## src/rtl/thor2022_icache_fill.sv

```systemverilog
// Instruction-cache line-fill controller: confirms a miss, fetches the 64-byte line as
// four 128-bit beats, writes the tag and maintains the per-way line-valid bits.
module thor2022_icache_fill #(
  parameter int LINES = 128,
  parameter int WAYS  = 4,
  parameter int AWID  = 32
) (
  input  logic             clk,
  input  logic             rst,
  input  logic [AWID-1:0]  ip,
  input  logic             ihit,
  input  logic             invall,
  input  logic             invline,
  input  logic [AWID-1:0]  invadr,
  output logic [LINES-1:0] valid [0:WAYS-1],
  output logic             busy,
  output logic             mem_req,
  output logic [AWID-1:0]  mem_adr,
  input  logic             mem_ack,
  input  logic [127:0]     mem_dat,
  output logic             wr,
  output logic [1:0]       wr_way,
  output logic [AWID-1:0]  wr_adr,
  output logic [127:0]     wr_dat,
  output logic             tag_wr,
  output logic [1:0]       tag_way,
  output logic [AWID-7:0]  tag_val,
  output logic             fill_done
);
  localparam int IDXW = $clog2(LINES);

  typedef enum logic [1:0] {IDLE, FETCH, UPDATE, SETTLE} state_t;

  state_t          state_reg, state_next;
  logic [1:0]      beat_reg, beat_next;
  logic [1:0]      cnt_reg, cnt_next;
  logic [AWID-7:0] line_reg, line_next;
  logic [AWID-1:0] mem_adr_reg, mem_adr_next;
  logic            mem_req_reg, mem_req_next;
  logic [1:0]      wr_way_reg, wr_way_next;
  logic            abort_reg, abort_next;
  logic [7:0]      lfsr_reg, lfsr_next;
  logic [AWID-7:0] prev_line_reg, prev_line_next;
  logic            miss_first_reg, miss_first_next;
  logic            set_valid;
  logic [1:0]      sel_way;
  logic [WAYS-1:0] idx_valid;

  logic [AWID-7:0] ip_line;
  logic [IDXW-1:0] ip_idx, inv_idx, fill_idx;
  logic            inv_hit;
  logic            unused_bits;

  assign ip_line  = ip[AWID-1:6];
  assign ip_idx   = ip[6+IDXW-1:6];
  assign inv_idx  = invadr[6+IDXW-1:6];
  assign fill_idx = line_reg[IDXW-1:0];
  assign inv_hit  = invall || (invline && inv_idx == fill_idx);
  assign unused_bits = ^{ip[5:0], invadr[5:0], invadr[AWID-1:6+IDXW]};

  // Invalidation is applied after the fill set so it wins on the same bit
  genvar gi;
  generate
    for (gi = 0; gi < WAYS; gi++) begin : g_way
      logic [LINES-1:0] bits_reg;
      always_ff @(posedge clk or posedge rst) begin
        if (rst) begin
          bits_reg <= '0;
        end else if (invall) begin
          bits_reg <= '0;
        end else begin
          if (set_valid && wr_way_reg == 2'(gi))
            bits_reg[fill_idx] <= 1'b1;
          if (invline)
            bits_reg[inv_idx] <= 1'b0;
        end
      end
      assign valid[gi]     = bits_reg;
      assign idx_valid[gi] = bits_reg[ip_idx];
    end
  endgenerate

  // Lowest free way wins; a fully occupied set falls back to the LFSR
  always_comb begin
    sel_way = lfsr_reg[1:0];
    for (int w = WAYS-1; w >= 0; w--)
      if (!idx_valid[w]) sel_way = 2'(w);
  end

  always_ff @(posedge clk or posedge rst) begin
    if (rst) begin
      state_reg      <= IDLE;
      beat_reg       <= 2'd0;
      cnt_reg        <= 2'd0;
      line_reg       <= '0;
      mem_adr_reg    <= '0;
      mem_req_reg    <= 1'b0;
      wr_way_reg     <= 2'd0;
      abort_reg      <= 1'b0;
      lfsr_reg       <= 8'h01;
      prev_line_reg  <= '0;
      miss_first_reg <= 1'b0;
    end else begin
      state_reg      <= state_next;
      beat_reg       <= beat_next;
      cnt_reg        <= cnt_next;
      line_reg       <= line_next;
      mem_adr_reg    <= mem_adr_next;
      mem_req_reg    <= mem_req_next;
      wr_way_reg     <= wr_way_next;
      abort_reg      <= abort_next;
      lfsr_reg       <= lfsr_next;
      prev_line_reg  <= prev_line_next;
      miss_first_reg <= miss_first_next;
    end
  end

  always_comb begin
    state_next      = state_reg;
    beat_next       = beat_reg;
    cnt_next        = cnt_reg;
    line_next       = line_reg;
    mem_adr_next    = mem_adr_reg;
    mem_req_next    = mem_req_reg;
    wr_way_next     = wr_way_reg;
    abort_next      = abort_reg;
    prev_line_next  = ip_line;
    miss_first_next = 1'b0;
    lfsr_next       = {lfsr_reg[6:0], lfsr_reg[7] ^ lfsr_reg[5] ^ lfsr_reg[4] ^ lfsr_reg[3]};
    set_valid       = 1'b0;
    wr              = 1'b0;
    tag_wr          = 1'b0;
    fill_done       = 1'b0;
    case (state_reg)
      IDLE: begin
        // First miss sample arms the detector; a second one on the same line confirms it
        miss_first_next = ~ihit;
        if (!ihit && miss_first_reg && ip_line == prev_line_reg) begin
          line_next       = ip_line;
          wr_way_next     = sel_way;
          mem_adr_next    = {ip_line, 6'b0};
          mem_req_next    = 1'b1;
          beat_next       = 2'd0;
          abort_next      = 1'b0;
          miss_first_next = 1'b0;
          state_next      = FETCH;
        end
      end
      FETCH: begin
        wr = mem_ack;
        if (inv_hit) abort_next = 1'b1;
        if (mem_ack) begin
          if (beat_reg == 2'd3) begin
            mem_req_next = 1'b0;
            state_next   = UPDATE;
          end else begin
            beat_next    = beat_reg + 2'd1;
            mem_adr_next = mem_adr_reg + AWID'(16);
          end
        end
      end
      UPDATE: begin
        tag_wr    = 1'b1;
        fill_done = 1'b1;
        set_valid = ~abort_reg;
        if (inv_hit) abort_next = 1'b1;
        cnt_next   = 2'd2;
        state_next = SETTLE;
      end
      SETTLE: begin
        if (cnt_reg == 2'd0) state_next = IDLE;
        else                 cnt_next   = cnt_reg - 2'd1;
      end
      default: state_next = IDLE;
    endcase
  end

  assign busy    = (state_reg != IDLE);
  assign mem_req = mem_req_reg;
  assign mem_adr = mem_adr_reg;
  assign wr_way  = wr_way_reg;
  assign wr_adr  = mem_adr_reg;
  assign wr_dat  = mem_dat;
  assign tag_way = wr_way_reg;
  assign tag_val = line_reg;

endmodule

```

## config.mk

```make
export PLATFORM = sky130hd
export DESIGN_NAME = thor2022_icache_fill
export DESIGN_NICKNAME = d
export VERILOG_FILES = /design/src/rtl/thor2022_icache_fill.sv
export SDC_FILE = /design/constraint.sdc
export NUM_CORES = 2
export LEC_CHECK = 0
export ABC_AREA = 1
export ABC_CLOCK_PERIOD_IN_PS = 44500
export BUFFER_PORTS_ARGS = -buffer_cell sky130_fd_sc_hd__buf_4
export CORE_AREA = 2 2 366 368
export CTS_CLUSTER_DIAMETER = 50
export DETAILED_ROUTE_END_ITERATION = 8
export DIE_AREA = 0 0 368 370
export GPL_TIMING_DRIVEN = 0
export HOLD_SLACK_MARGIN = 0.05
export SYNTH_ARGS = -nofsm -noshare
export SYNTH_HDL_FRONTEND = slang
export SYNTH_SLANG_ARGS = --single-unit
```

## constraint.sdc

```tcl
create_clock -name clk -period 44.5 [get_ports clk]
set_clock_uncertainty 0.15 [all_clocks]
set_input_delay 4.45 -clock clk [delete_from_list [all_inputs] [get_ports clk]]
set_output_delay 4.45 -clock clk [all_outputs]
set_load 0.02 [all_outputs]
```

==> run summary <==
Reg clk slew, reported paths -> 0.06 ns
GPL Wtd Cong -> 1.04
commonest non-fill, non-tap cell in the layout -> buf_4
Final setup viols -> 0
Clock Latency Late Sink -> 0.74 ns
final core occ -> 0.332
Num CTS Buffers -> 97
worst-path fanout max -> 2
total gr overflow -> 0
worst hold path type -> register to register
Max H-tree Level -> 3
setup bufs post-CTS -> 0
multi-input logic area -> 12700 µm²
clock buffer depth -> 3
DRC Markers -> 0
cell area after synthesis -> 32300 µm²
Die ar. -> 136000 µm²
Starting Density -> 0.244
startpoint types -> input port
Peak Freq -> 106 MHz
most frequent cells in the layout -> 944 x buf_4, 756 x nand2_1, 610 x dfrtp_1
clock sinks -> 611
CTS tree -> done
floorplan row count -> 134
final max-slew violation count -> 209
Placeable Area -> 132000 µm²
share of layout cells above drive strength 1 -> 0.240
DR iter-0 viols -> 6472
routed wire length -> 258000 µm
fin crit period -> 9.44 ns
hold-fix buffers at CTS -> 0
crit end category -> output port
Power Dens Cells -> 41.8 nW/µm²
GRT Total Usage -> 0.365
post-layout power -> 1.84 mW
Final Cycle Share -> 0.212
vias -> 38900
Seq/Total Area, Yosys -> 0.474
Peak VDD IR -> 0.0000245 V
Yosys cell types -> 44
Layout area overhead -> 36.4%
Total Neg Setup Slack -> 0 ns
FILL cells -> 14400
Cells after Synth -> 4307
Worst Tran Pin Value -> 1.68 ns
chip height -> 370 µm
Critical Path AT -> 4.84 ns
Largest register FFs -> 512
Max-Cap Viols -> 20
first-pass GRT wire length -> 332000 µm
crit path kind -> input port to output port
CP required -> 39.90 ns
failing checks -> max-capacitance violations, max-slew violations
vias per inst -> 5.51
relative slew slack -> -0.120
RSZ-0062 raised after global routing -> false
final hold violations -> 0
vias in the first global route -> 35600
register area -> 15300 µm²
post-CTS resize count -> 0
# nets final -> 5400
Die X -> 368 µm
largest net degree at the start of global routing -> 125
HPWL Detailed -> 194000 µm
Mapped Avg Cell Area -> 7.49 µm²
Port-buffer cells -> 769
1st-pass router iterations -> 7
initial antenna violation count -> 28
register bit total from synthesis -> 611
YS warnings -> 0
clock root buffer master -> clkbuf_16
Pleak -> 22.7 nW
Final ANT Viol Nets -> 0
I/O Pins -> 937
wire per inst -> 36.6 µm
outcome -> finished with violations
-- report_power, final --
part           switching (mW)  internal, mW
registers              0.0372         0.574
clock network           0.321         0.495
logic                   0.287         0.125
-- metal layers --
metal / vias up / GRT usage / share of wire
li1: 15500 / - / -
met5: - / 0.00594 / 0.00079
met2: 3399 / 0.567 / 0.44
met4: 12 / 0.239 / 0.079
met3: 882 / 0.144 / 0.13
met1: 19000 / 0.415 / 0.35
-- kinds of logic (layout without fill, tap and decap cells) --
| group | after synthesis | in the layout | synth area share |
|---|---|---|---|
| flip-flops | 611 | 611 | 0.474 |
| AND/OR/NAND/NOR | 1892 | 1892 | 0.245 |
| adder cells (fa/ha/maj) | 8 | 8 | 0.00310 |
| AO/OA/AOI/OAI | 830 | 830 | 0.135 |
| XOR/XNOR | 34 | 34 | 0.00923 |
| buffers and inverters | 929 | 1886 | 0.133 |
| other | 1 | 27 | 0.000116 |
| multiplexers | 2 | 2 | 0.000620 |
-- worst max-delay path: stages --
cell and delay, ns:
buf_4 0.12, nand2_1 0.06, inv_1 0.05, buf_4 0.16
-- path summary, 6_finish.rpt --
check / start / endpoint / slack (ns) / depth (start not counted)
max: mem_ack / wr / 35.06 / 4
min: lfsr_reg[6] / lfsr_reg[7] / 0.20 / 0
max reg2reg: state_reg[0] / g_way[0].bits_reg[100] / 40.27 / 12
min reg2reg: lfsr_reg[6] / lfsr_reg[7] / 0.20 / 0
max in group asynchronous: rst / g_way[0].bits_reg[45] / 38.91 / 4
min in group asynchronous: rst / mem_adr[5] / 3.65 / 2
-- cell usage after synthesis, drive strengths merged --
cell type	number	area, µm²
o31ai	15	113
nand3b	1	7.51
o22ai	11	106
nand2	757	2850
dfstp	1	26.3
nand3	468	2350
conb	1	3.75
o2111ai	1	8.76
o21a	15	113
a211oi	2	15.0
nor4	10	62.6
xor2	25	219
xnor2	9	78.8
a22oi	2	20.0
o221ai	2	17.5
inv	526	1980
buf	288	1880
nand4	10	62.6
a21oi	344	1720
clkbuf	111	417
or2	3	18.8
ha	8	100
clkinv	4	16.3
a31oi	1	6.26
o21ai	416	2090
mux2i	2	20.0
nor2	567	2130
dfrtp	610	15300
o211ai	21	158
nor3	76	420
-- final cells by class --
class,instances,share of cell area
sequential,611,0.347
multi-input combinational,2774,0.290
timing repair buffer,781,0.137
clock buffer,115,0.0597
buffer,399,0.0524
tap,1768,0.0503
inverter,530,0.0455
clock inverter,61,0.0172
antenna,19,0.00108
-- stage by stage --
step,instances,hold WS (ns),worst slack (ns),cell area (µm²)
final,7058,0.197,35.06,44000
after global routing,7049,0.214,35.04,44000
after CTS,7036,0.199,35.05,43900
after detailed placement,6860,0.196,35.05,40500
after global placement,6851,0.185,14.31,40300
after floorplan,4314,0.181,22.79,32300
(Power assumes the default switching activity.)
